**src/rtl/ov7670_pkg.sv**
```systemverilog
`default_nettype none
// +--------------------------------------------------------------------+
// | ov7670_pkg : capture FSM encoding and RGB565 field positions       |
// | Rev 1.0                                                            |
// +--------------------------------------------------------------------+
package ov7670_pkg;

  typedef enum logic [1:0] {
    WAIT_CFG   = 2'd0,
    WAIT_FRAME = 2'd1,
    ACTIVE     = 2'd2
  } state_t;

  localparam int RGB565_R_MSB = 15;
  localparam int RGB565_R_LSB = 11;
  localparam int RGB565_G_MSB = 10;
  localparam int RGB565_G_LSB = 5;
  localparam int RGB565_B_MSB = 4;
  localparam int RGB565_B_LSB = 0;

endpackage
`default_nettype wire

```
**src/rtl/ov7670_capture_left_if.sv**
```systemverilog
`default_nettype none
// +--------------------------------------------------------------------+
// | ov7670_capture_left_if : DVP input and frame-buffer write bundle   |
// | Rev 1.0                                                            |
// +--------------------------------------------------------------------+
interface ov7670_capture_left_if #(
  parameter int ADDR_W = 17
);
  logic              config_finished;
  logic              vsync;
  logic              href;
  logic [7:0]        d;
  logic              we;
  logic [ADDR_W-1:0] addr;
  logic [15:0]       dout;
  logic              frame_done;
  logic              line_err;
  logic              overflow;
  logic              capturing;

  modport master (
    input  config_finished, vsync, href, d,
    output we, addr, dout, frame_done, line_err, overflow, capturing
  );

  modport slave (
    output config_finished, vsync, href, d,
    input  we, addr, dout, frame_done, line_err, overflow, capturing
  );
endinterface
`default_nettype wire

```
**src/rtl/ov7670_byte_assembler.sv**
```systemverilog
`default_nettype none
// +--------------------------------------------------------------------+
// | ov7670_byte_assembler : pairs DVP bytes into 16-bit pixels         |
// | Rev 1.0                                                            |
// +--------------------------------------------------------------------+
module ov7670_byte_assembler (
  input  logic        clk,
  input  logic        reset,
  input  logic        en_i,
  input  logic [7:0]  d_i,
  output logic        pix_valid_o,
  output logic [15:0] pix_o
);

  logic       phase_q, phase_d;
  logic [7:0] hi_q, hi_d;

  // Dropping en_i clears the phase, so a half pixel never survives a line end.
  always_comb begin
    phase_d = 1'b0;
    hi_d    = hi_q;
    if (en_i) begin
      phase_d = ~phase_q;
      if (!phase_q) hi_d = d_i;
    end
  end

  always_ff @(posedge clk or posedge reset) begin
    if (reset) begin
      phase_q <= 1'b0;
      hi_q    <= 8'h00;
    end else begin
      phase_q <= phase_d;
      hi_q    <= hi_d;
    end
  end

  assign pix_valid_o = en_i & phase_q;
  assign pix_o       = {hi_q, d_i};

endmodule
`default_nettype wire

```
**src/rtl/ov7670_capture_left.sv**
```systemverilog
`default_nettype none
// +--------------------------------------------------------------------+
// | ov7670_capture_left : left-camera DVP capture into frame buffer    |
// | Rev 1.0                                                            |
// +--------------------------------------------------------------------+
module ov7670_capture_left
  import ov7670_pkg::*;
#(
  parameter int H_PIXELS  = 640,
  parameter int V_LINES   = 480,
  parameter int SUBSAMPLE = 2,
  parameter int ADDR_W    = 17
) (
  input  logic                  clk,
  input  logic                  reset,
  ov7670_capture_left_if.master bus
);

  localparam int unsigned MAX_ADDR = (H_PIXELS/SUBSAMPLE)*(V_LINES/SUBSAMPLE) - 1;
  localparam int X_W = $clog2(H_PIXELS + 1) + 1;
  localparam int Y_W = $clog2(V_LINES + 1);

  state_t          state_q, state_d;
  logic            vs_q, vs_prev_q, hr_q, hr_prev_q;
  logic [7:0]      d_q;
  logic [X_W-1:0]  x_q, x_d;
  logic [Y_W-1:0]  y_q, y_d;
  logic [ADDR_W:0] cnt_q, cnt_d;
  logic            we_q, we_d;
  logic [15:0]     dout_q, dout_d;
  logic            fd_q, fd_d;
  logic            lerr_q, lerr_d;
  logic            ovf_q, ovf_d;

  logic            vs_fall, vs_rise, hr_fall, asm_en, pix_valid, keep;
  logic [15:0]     pix;

  assign vs_fall = vs_prev_q & ~vs_q;
  assign vs_rise = ~vs_prev_q & vs_q;
  assign hr_fall = hr_prev_q & ~hr_q;
  assign asm_en  = (state_q == ACTIVE) & bus.config_finished & hr_q & ~vs_rise;
  assign keep    = (SUBSAMPLE == 1) || (!x_q[0] && !y_q[0]);

  ov7670_byte_assembler u_asm (
    .clk         (clk),
    .reset       (reset),
    .en_i        (asm_en),
    .d_i         (d_q),
    .pix_valid_o (pix_valid),
    .pix_o       (pix)
  );

  always_comb begin
    state_d = state_q;
    x_d     = x_q;
    y_d     = y_q;
    cnt_d   = cnt_q;
    we_d    = 1'b0;
    dout_d  = dout_q;
    fd_d    = 1'b0;
    lerr_d  = lerr_q;
    ovf_d   = ovf_q;
    // The address advances the cycle after the strobe so addr reads as the write address.
    if (we_q) cnt_d = cnt_q + 1'b1;
    case (state_q)
      WAIT_CFG: begin
        if (bus.config_finished) state_d = WAIT_FRAME;
      end
      WAIT_FRAME: begin
        if (vs_fall) begin
          state_d = ACTIVE;
          x_d     = '0;
          y_d     = '0;
          cnt_d   = '0;
          lerr_d  = 1'b0;
          ovf_d   = 1'b0;
        end
      end
      ACTIVE: begin
        if (vs_rise) begin
          state_d = WAIT_FRAME;
          fd_d    = 1'b1;
        end else begin
          if (pix_valid) begin
            if (x_q != '1) x_d = x_q + 1'b1;
            if (y_q == Y_W'(V_LINES)) begin
              ovf_d = 1'b1;
            end else if (keep) begin
              if (cnt_q <= (ADDR_W+1)'(MAX_ADDR)) begin
                we_d   = 1'b1;
                dout_d = pix;
              end else begin
                ovf_d = 1'b1;
              end
            end
          end
          if (hr_fall) begin
            if (x_q != X_W'(H_PIXELS)) lerr_d = 1'b1;
            x_d = '0;
            if (y_q != Y_W'(V_LINES)) y_d = y_q + 1'b1;
          end
        end
      end
      default: state_d = WAIT_CFG;
    endcase
    if (!bus.config_finished) begin
      state_d = WAIT_CFG;
      we_d    = 1'b0;
      fd_d    = 1'b0;
    end
  end

  always_ff @(posedge clk or posedge reset) begin
    if (reset) begin
      state_q   <= WAIT_CFG;
      vs_q      <= 1'b0;
      vs_prev_q <= 1'b0;
      hr_q      <= 1'b0;
      hr_prev_q <= 1'b0;
      d_q       <= 8'h00;
      x_q       <= '0;
      y_q       <= '0;
      cnt_q     <= '0;
      we_q      <= 1'b0;
      dout_q    <= 16'h0000;
      fd_q      <= 1'b0;
      lerr_q    <= 1'b0;
      ovf_q     <= 1'b0;
    end else begin
      state_q   <= state_d;
      vs_q      <= bus.vsync;
      vs_prev_q <= vs_q;
      hr_q      <= bus.href;
      hr_prev_q <= hr_q;
      d_q       <= bus.d;
      x_q       <= x_d;
      y_q       <= y_d;
      cnt_q     <= cnt_d;
      we_q      <= we_d;
      dout_q    <= dout_d;
      fd_q      <= fd_d;
      lerr_q    <= lerr_d;
      ovf_q     <= ovf_d;
    end
  end

  assign bus.we         = we_q;
  assign bus.addr       = cnt_q[ADDR_W-1:0];
  assign bus.dout       = dout_q;
  assign bus.frame_done = fd_q;
  assign bus.line_err   = lerr_q;
  assign bus.overflow   = ovf_q;
  assign bus.capturing  = (state_q == ACTIVE);

endmodule
`default_nettype wire

```
**src/flat_wrapper.sv**
```systemverilog
// flat-port wrapper written by rule: the top's interface ports become plain ports
module ov7670_capture_left_flat import ov7670_pkg::*;
#(
  parameter int H_PIXELS  = 640,
  parameter int V_LINES   = 480,
  parameter int SUBSAMPLE = 2,
  parameter int ADDR_W    = 17
)
  (clk, reset, bus_config_finished, bus_vsync, bus_href, bus_d, bus_we, bus_addr, bus_dout, bus_frame_done, bus_line_err, bus_overflow, bus_capturing);
  ov7670_capture_left_if #(.ADDR_W(ADDR_W)) bus_i ();
  input  logic clk;
  input  logic reset;
  input wire logic [$bits(bus_i.config_finished)-1:0] bus_config_finished;
  input wire logic [$bits(bus_i.vsync)-1:0] bus_vsync;
  input wire logic [$bits(bus_i.href)-1:0] bus_href;
  input wire logic [$bits(bus_i.d)-1:0] bus_d;
  output wire logic [$bits(bus_i.we)-1:0] bus_we;
  output wire logic [$bits(bus_i.addr)-1:0] bus_addr;
  output wire logic [$bits(bus_i.dout)-1:0] bus_dout;
  output wire logic [$bits(bus_i.frame_done)-1:0] bus_frame_done;
  output wire logic [$bits(bus_i.line_err)-1:0] bus_line_err;
  output wire logic [$bits(bus_i.overflow)-1:0] bus_overflow;
  output wire logic [$bits(bus_i.capturing)-1:0] bus_capturing;
  assign bus_i.config_finished = bus_config_finished;
  assign bus_i.vsync = bus_vsync;
  assign bus_i.href = bus_href;
  assign bus_i.d = bus_d;
  assign bus_we = bus_i.we;
  assign bus_addr = bus_i.addr;
  assign bus_dout = bus_i.dout;
  assign bus_frame_done = bus_i.frame_done;
  assign bus_line_err = bus_i.line_err;
  assign bus_overflow = bus_i.overflow;
  assign bus_capturing = bus_i.capturing;
  ov7670_capture_left #(.H_PIXELS(H_PIXELS), .V_LINES(V_LINES), .SUBSAMPLE(SUBSAMPLE), .ADDR_W(ADDR_W)) u_core (.clk(clk), .reset(reset), .bus(bus_i));
endmodule
```
**config.mk**
```make
export PLATFORM = sky130hd
export DESIGN_NAME = ov7670_capture_left_flat
export DESIGN_NICKNAME = d
export VERILOG_FILES = /design/src/rtl/ov7670_pkg.sv /design/src/rtl/ov7670_capture_left_if.sv /design/src/rtl/ov7670_byte_assembler.sv /design/src/rtl/ov7670_capture_left.sv /design/src/flat_wrapper.sv
export SDC_FILE = /design/constraint.sdc
export NUM_CORES = 1
export LEC_CHECK = 0
export ABC_CLOCK_PERIOD_IN_PS = 3200
export CORE_ASPECT_RATIO = 0.75
export CORE_MARGIN = 5
export CORE_UTILIZATION = 50
export DETAILED_ROUTE_END_ITERATION = 10
export MAX_ROUTING_LAYER = met4
export PLACE_DENSITY = 0.74
export SYNTH_ARGS = -nofsm -noshare
export SYNTH_HDL_FRONTEND = slang
export SYNTH_SLANG_ARGS = --single-unit
```
**constraint.sdc**
```tcl
create_clock -name clk -period 3.2 [get_ports clk]
set_clock_uncertainty 0.2 [all_clocks]
set_input_delay 0.64 -clock clk [delete_from_list [all_inputs] [get_ports clk]]
set_output_delay 0.64 -clock clk [all_outputs]
set_load 0.03 [all_outputs]
```
==> results of run 1 <==
==> cell usage after synthesis (all sizes together), types with 6 or more instances <==
master	number
or3	9
nand2	19
clkbuf	7
or4	6
mux2i	13
nor4	12
nand2b	8
inv	12
o21ai	19
nor3	11
buf	20
a21oi	11
xnor2	8
dfrtp	81
nand3	15
nand4	10
mux2	24
ha	9
nor2	23
==> power breakdown <==
part           internal (uW)  switching (uW)  leakage [uW]
combinational            233             375      0.000816
clock                    287             378     0.0000900
sequential              1100            47.3       0.00109
==> worst max-delay path by stage <==
stage | start | end | slack [ns]
3_3_place_gp | bus_config_finished | u_core.bus.dout[14] | 0.40
3_5_place_dp | bus_config_finished | u_core.bus.dout[14] | 0.31
4_1_cts | u_core.state_q[0] | bus_capturing | 0.16
5_1_grt | u_core.state_q[0] | bus_capturing | 0.07
2_1_floorplan | reset | u_core.bus.dout[0] | 0.28
6_report | u_core.state_q[0] | bus_capturing | 0.20
==> layout by cell type (no fill, tap or decap), types with 6 or more instances in the layout <==
cell and n:
buf_4 11, dfrtp_1 81, mux2i_1 13, nor2_1 23, nand4_1 9, mux2_2 15
nand2_1 19, nand3_1 14, nor4_1 12, clkdlybuf4s50_1 50, nor3_1 11, or4_1 6
or3_1 9, ha_1 9, mux2_4 9, clkbuf_8 9, inv_1 11, xnor2_1 8
nand2b_1 8, o21ai_0 17, a21oi_1 11
==> cell type report <==
| cell class | instances | share of cell area |
|---|---|---|
| Sequential cell | 81 | 0.431 |
| Clock inverter | 7 | 0.0112 |
| Clock buffer | 9 | 0.0263 |
| Multi-Input combinational cell | 238 | 0.365 |
| Inverter | 13 | 0.0106 |
| Timing Repair Buffer | 62 | 0.128 |
| Tap cell | 105 | 0.0279 |
==> per-layer routing <==
metal / GRT usage / vias up / part of all wire
met5: - / - / 0
met4: 0.0513 / 0 / 0.010
met3: 0.0458 / 9 / 0.056
met2: 0.251 / 79 / 0.44
met1: 0.242 / 1384 / 0.49
li1: - / 1371 / -
==> kinds of logic (layout without fill, tap and decap cells) <==
logic type / after synthesis / after routing / synth area share
and+or+nand+nor: 130 / 130 / 0.185
DFF: 81 / 81 / 0.510
AOI/OAI and AO/OA: 51 / 51 / 0.0853
buffers and inverters: 40 / 91 / 0.0582
muxes: 37 / 37 / 0.109
xor gates and xnor gates: 11 / 11 / 0.0242
adders and majority gates: 9 / 9 / 0.0283
==> per-stage QoR <==
stage | setup WS [ns] | cell area, um2
floorplan | 0.280 | 3980
global placement | 0.403 | 4530
detailed placement | 0.312 | 4530
CTS | 0.164 | 4710
global route | 0.0673 | 4710
finish | 0.196 | 4710
==> registers in the layout, summed over array words and instances, names as in the netlist <==
signal,flops
u_core.bus.we,1
u_core.u_asm.hi_q,8
u_core.d_q,8
u_core.bus.line_err,1
u_core.vs_prev_q,1
u_core.cnt_q,18
u_core.hr_prev_q,1
u_core.hr_q,1
u_core.u_asm.phase_q,1
u_core.x_q,11
u_core.vs_q,1
u_core.bus.frame_done,1
u_core.bus.dout,16
u_core.bus.overflow,1
u_core.y_q,9
u_core.state_q,2
==> out/results.ini, run 1 <==
[critical_path]
r2r_end=u_core.x_q[7]
cp-start-kind=register
critical-path-top-delay-family=buffers and inverters
rr_startpoint=u_core.state_q[0]
cp.depth=3
critPathSlowestCell=clkdlybuf4s50_1
path_cells=inv_1 -> ha_1 -> clkdlybuf4s50_1
rr_worst_depth=7
r2r_slack_ns=0.43
critPathMaxFanout=15
max_stage_delay_ns=0.78
crit_type=register to output pin
path_buf_inv=2
required_ns=2.36
endpoint_kind=output pin
arrival_ns=2.16

[clocking]
cts_buffer_depth=2
post_cts_resized=0
cts_root_buf=clkbuf_8
clkLatencyLatePin_ns=0.35
cts_htree_levels=3
clock_sinks=81
cts_tree=built
cts_hold_buf=0
cts_buffers=9
path_clk_slew_ns=0.08
post_cts_buffers=0

[yosys]
synthTopCellsByArea=dfrtp_1 51%, mux2_2 4.2%, buf_4 3.4%
ys_ff_latch=81
ys.flop_type=dfrtp_1
synth_cells=359
syn_area_per_cell_um2=11.1
synth_edf_count=0
synth-async-reset-ratio=1.00
syn-num-nets=381
seq_area_frac_synth=0.510
yosys.area.top_type=dfrtp_1
synth_top_area_frac=0.510
ys_warn_count=0
syn-cell-area_mm2=0.00398
synth.distinct_cells=53

[layout]
num_antenna_cells=0
area_growth_pct=18.3
regArea_mm2=0.00203
fin_cells=515
drive_gt1_frac=0.144
multi_input_comb_area_mm2=0.00172
fillCellCount=634
nets=427
final_util=0.602

[floorplanning]
die-width_um=113
core-area_mm2=0.00781
ios=51
die-area_mm2=0.00985
die_h_um=87.2
placementRows=28
start_util=0.509

[drt]
vias_per_cell=5.52
ant_nets=0
vias=2843
wl_per_cell_um=15.4
drt_iter0_markers=197
dr.pass1.iters=4
drc_errors=0
drt_wl_total_um=7910

[place]
numPortBuffers=50
gp_congestion=0.865
dp_cells=499
dp_hpwl_um=5580

[sta]
tightest_slew_ns=0.886
relSlewSlack=0.409
period_share=0.939
setup_viol=0
min_period_ns=3.00
finalMaxSlewViolations=0
timing.fmax_mhz=333
finalHoldViolCount=0
fin_setup_tns_ns=0
fin_hold_ws_ns=0.276
grt_setup_unrepaired=false

[power]
leakage_uw=0.00200
vdd.ir_drop.worst_v=0.000338
fin_total_pwr_uw=2420
p_per_area_mw_per_mm2=514

[grt]
track_usage=0.174
grt_pass1_wl_um=13300
grt_pass1_vias=2767
grt_max_degree=41
antenna_found_initial=0
grt.overflow.total=0

[flow_run]
maxCapViolCount=0

[min_path]
hold_depth=0
min_to=u_core.hr_prev_q
hold_path.class=register to register
min_from=u_core.hr_q

[outcome]
outcome=finished clean

Power figures use the tool's default switching activity.
==> run 2, diff against run 1 <==
--- a/constraint.sdc
+++ b/constraint.sdc
@@ -4,2 +4,2 @@
 set_output_delay 0.64 -clock clk [all_outputs]
-set_load 0.03 [all_outputs]
+set_load 0.05 [all_outputs]
==> out/results.ini, run 2 (same netlist as run 1, synthesis figures left out) <==
[drt]
drc_errors=0
drt_wl_total_um=8060
drt_iter0_markers=191
dr.pass1.iters=4
wl_per_cell_um=15.7
vias=2831
ant_nets=0
vias_per_cell=5.51

[power]
vdd.ir_drop.worst_v=0.000357
p_per_area_mw_per_mm2=555
fin_total_pwr_uw=2640
leakage_uw=0.00204

[critical_path]
path_buf_inv=3
critPathSlowestCell=ha_1
critical-path-top-delay-family=buffers and inverters
crit_type=register to register
critPathMaxFanout=17
crit_top_cell=buf_4
required_ns=3.24
setup.worst_path.start=u_core.state_q[0]
rr_worst_depth=8
crit_end=u_core.bus.dout[14]
arrival_ns=2.84
r2r_end=u_core.bus.dout[14]
endpoint_kind=register
cp.depth=8
rr_startpoint=u_core.state_q[0]
max_stage_delay_ns=0.49
r2r_slack_ns=0.40
path_cells=inv_1 -> ha_1 -> buf_4 -> nor2b_1 -> o21ai_2 -> nor4b_4 -> buf_4 -> mux2_2
cp-start-kind=register

[layout]
final_cell_mix=81 x dfrtp_1, 49 x clkdlybuf4s50_1, 23 x nor2_1
area_growth_pct=19.6
largest_register=u_core.cnt_q
final_area_mm2=0.00476
drive_gt1_frac=0.142
mostFrequentLayoutCell=dfrtp_1
num_antenna_cells=0
nets=426
largest_reg_flops=18

[clocking]
clock_sinks=81
cts_buffer_depth=2
cts_tree=built
cts_root_buf=clkbuf_8
cts_buffers=9
post_cts_buffers=0
clkLatencyLatePin_ns=0.35
path_clk_slew_ns=0.09
cts_hold_buf=0
cts_htree_levels=3

[min_path]
hold_path.class=register to register

[grt]
grt.overflow.total=0
grt_use_met1=0.244
met3_usage=0.0417
track_usage=0.177
grt_pass1_vias=2796
use_met2=0.267
grt_pass1_wl_um=13600
top_usage_layer=met2
grt_max_degree=50
antenna_found_initial=0

[place]
dp_hpwl_um=5610
place_ws_ns=0.329
gp_congestion=0.862
dpl_cell_area_mm2=0.00452
numPortBuffers=50

[sta]
setup_viol=0
min_period_ns=2.80
fin_hold_ws_ns=0.299
fin_ws_ns=0.401
finalHoldViolCount=0
fin_setup_tns_ns=0
finalMaxSlewViolations=0
timing.fmax_mhz=357
relSlewSlack=0.375
grt_setup_unrepaired=false
period_share=0.875
tightest_slew_ns=0.937

[floorplanning]
placementRows=28
die-width_um=113
start_util=0.509
die_h_um=87.2
core-area_mm2=0.00781
ios=51
die-area_mm2=0.00985

[outcome]
outcome=finished clean

[flow_run]
maxCapViolCount=0

## run 2: cell count changes in the layout (fill, tap and decap cells not counted), sizes merged
cell           before  now
clkinv              6    2
inv                13   16
buf                12   11
dlymetal6s2s        0    1
clkdlybuf4s50      50   49
bufinv              0    2
clkinvlp            1    0
## run 2: report_power, final
group	internal (uW)	total, uW	switching (uW)
Clock	459	856	398
Combinational	234	638	403
Sequential	1100	1150	50.4
Total	1790	2640	852
## run 2: final cells by class
cell class                 count  area [um2]
fill                         629        3060
sequential                    81        2030
multi-input combinational    238        1720
timing repair buffer          61         598
tap                          105         131
clock buffer                   9         124
clock inverter                 7         109
inverter                      13        50.0
## run 2: worst min path at each step
stage,startpoint,to,slack (ns),depth (start not counted)
after detailed placement,u_core.hr_q,u_core.hr_prev_q,0.27,0
after global placement,u_core.vs_q,u_core.vs_prev_q,0.26,0
after floorplan,u_core.vs_q,u_core.vs_prev_q,0.22,0
final,u_core.hr_q,u_core.hr_prev_q,0.30,0
after CTS,u_core.vs_q,u_core.vs_prev_q,0.29,0
after global routing,u_core.hr_q,u_core.hr_prev_q,0.32,0
## run 2: what timing repair did
| action | in CTS | in global routing |
|---|---|---|
| endpoints found under the setup margin | 0 | 1 |
| endpoints found under the hold margin | 0 | 0 |
| gates resized for setup | 0 | 1 |
## run 2: metal layers
metal / up-vias / part of all wire
li1: 1375 / -
met3: 6 / 0.049
met4: 0 / 0.0038
met5: - / 0
met1: 1379 / 0.48
met2: 71 / 0.46
## run 2: stage by stage
stage | std cells | utilization
6_report | 514 | 0.609
5_1_grt | 514 | 0.609
4_1_cts | 514 | 0.609
3_5_place_dp | 498 | 0.579
3_3_place_gp | 498 | 0.579
2_1_floorplan | 359 | -
==> run 3, diff against run 2 <==
MAX_ROUTING_LAYER = not set   (was met4)
==> out/results.ini, run 3 (same netlist as run 1, synthesis figures left out) <==
[min_path]
hold_path.class=register to register

[outcome]
outcome=finished clean

[critical_path]
critPathMaxFanout=17
r2r_end=u_core.bus.dout[14]
rr_startpoint=u_core.state_q[0]
path_cells=inv_1 -> ha_1 -> buf_4 -> nor2b_1 -> o21ai_2 -> nor4b_4 -> buf_4 -> mux2_2
cp-start-kind=register
r2r_slack_ns=0.39
critPathSlowestCell=ha_1
setup.worst_path.start=u_core.state_q[0]
crit_top_cell=buf_4
rr_worst_depth=8
crit_end=u_core.bus.dout[14]
crit_type=register to register
required_ns=3.24
max_stage_delay_ns=0.49
endpoint_kind=register
arrival_ns=2.85

[grt]
antenna_found_initial=0
grt_max_degree=50
grt.overflow.total=0
top_usage_layer=met2
grt_pass1_vias=2795
use_met2=0.266
track_usage=0.172
grt_use_met1=0.244
met3_usage=0.0424
grt_pass1_wl_um=13500

[sta]
period_share=0.877
fin_hold_ws_ns=0.287
setup_viol=0
min_period_ns=2.81
finalMaxSlewViolations=0
finalHoldViolCount=0
tightest_slew_ns=0.904
relSlewSlack=0.398
timing.fmax_mhz=356
fin_setup_tns_ns=0
grt_setup_unrepaired=false

[clocking]
cts_buffer_depth=2
cts_tree=built
cts_root_buf=clkbuf_8
path_clk_slew_ns=0.09
cts_hold_buf=0
cts_htree_levels=3
clkLatencyLatePin_ns=0.35
cts_buffers=9
clock_sinks=81

[layout]
nets=426
largest_reg_flops=18
mostFrequentLayoutCell=dfrtp_1
area_growth_pct=19.6
largest_register=u_core.cnt_q
drive_gt1_frac=0.142
final_cell_mix=81 x dfrtp_1, 49 x clkdlybuf4s50_1, 23 x nor2_1
num_antenna_cells=0

[power]
pwr-share-seq=0.434
combPwrFrac=0.241
clockPowerShare=0.326
leakage_uw=0.00204
power_switching_uw=854
internal_power_uw=1790
vdd.ir_drop.worst_v=0.000352
p_per_area_mw_per_mm2=556
p_sw_frac=0.323

[drt]
drt_iter0_markers=179
ant_nets=0
wl_per_cell_um=15.7
dr.pass1.iters=4
vias_per_cell=5.55
drt_wl_total_um=8090
drc_errors=0
vias=2855

[place]
numPortBuffers=50
dp_hpwl_um=5610
gp_congestion=0.848

[floorplanning]
die-area_mm2=0.00985
die_h_um=87.2
placementRows=28
die-width_um=113
start_util=0.509
core-area_mm2=0.00781
ios=51

[flow_run]
maxCapViolCount=0

-- run 3: how the worst min path moves through the flow --
stage / slack (ns) / depth (start not counted) / from / end
global placement: 0.26 / 0 / u_core.vs_q / u_core.vs_prev_q
detailed placement: 0.27 / 0 / u_core.hr_q / u_core.hr_prev_q
global route: 0.32 / 0 / u_core.hr_q / u_core.hr_prev_q
CTS: 0.29 / 0 / u_core.vs_q / u_core.vs_prev_q
finish: 0.29 / 0 / u_core.hr_q / u_core.hr_prev_q
floorplan: 0.22 / 0 / u_core.vs_q / u_core.vs_prev_q
-- run 3: layout make-up --
type / instances / area (um2)
repair buffers: 61 / 598
clock inverters: 7 / 109
clock buffers: 9 / 124
fillers: 629 / 3060
multi-input cells: 238 / 1720
flip-flops and latches: 81 / 2030
inverters: 13 / 50.0
well taps: 105 / 131
-- run 3: layer usage --
layer,share of wire,up-vias
li1,-,1367
met1,0.48,1397
met2,0.46,81
met3,0.052,10
met4,0.0075,0
met5,0,-
-- run 3: per-stage QoR --
step / power [uW] / std cells / setup slack, ns / area (um2) / utilization
after floorplan: 1600 / 359 / 0.280 / 3980 / -
after global routing: 2780 / 514 / 0.204 / 4760 / 0.609
after detailed placement: 1800 / 498 / 0.329 / 4520 / 0.579
final: 2640 / 514 / 0.394 / 4760 / 0.609
after CTS: 2670 / 514 / 0.0637 / 4750 / 0.609
after global placement: 1760 / 498 / 0.422 / 4520 / 0.579
-- run 3: repair_timing --
| item | in CTS | in global routing |
|---|---|---|
| endpoints found under the setup margin | 0 | 1 |
| setup buffers | 0 | 0 |
| endpoints found under the hold margin | 0 | 0 |
| resized for setup | 0 | 1 |
-- run 3: critical path, delay by kind of cell, from the launching register on --
family | cells | cell delay [ns]
compound gates | 1 | 0.12
fa+ha+maj | 1 | 0.49
buf+inv | 3 | 0.66
flops | 1 | 0.43
mux | 1 | 0.38
simple gates | 2 | 0.42
-- run 3: power by group through the flow --
stage                     Clock, uW  Sequential (uW)  Combinational (uW)
after floorplan                   0             1180                 424
after global placement            0             1160                 604
after detailed placement          0             1170                 631
after CTS                       885             1150                 635
after global routing            923             1160                 695
final                           861             1150                 636
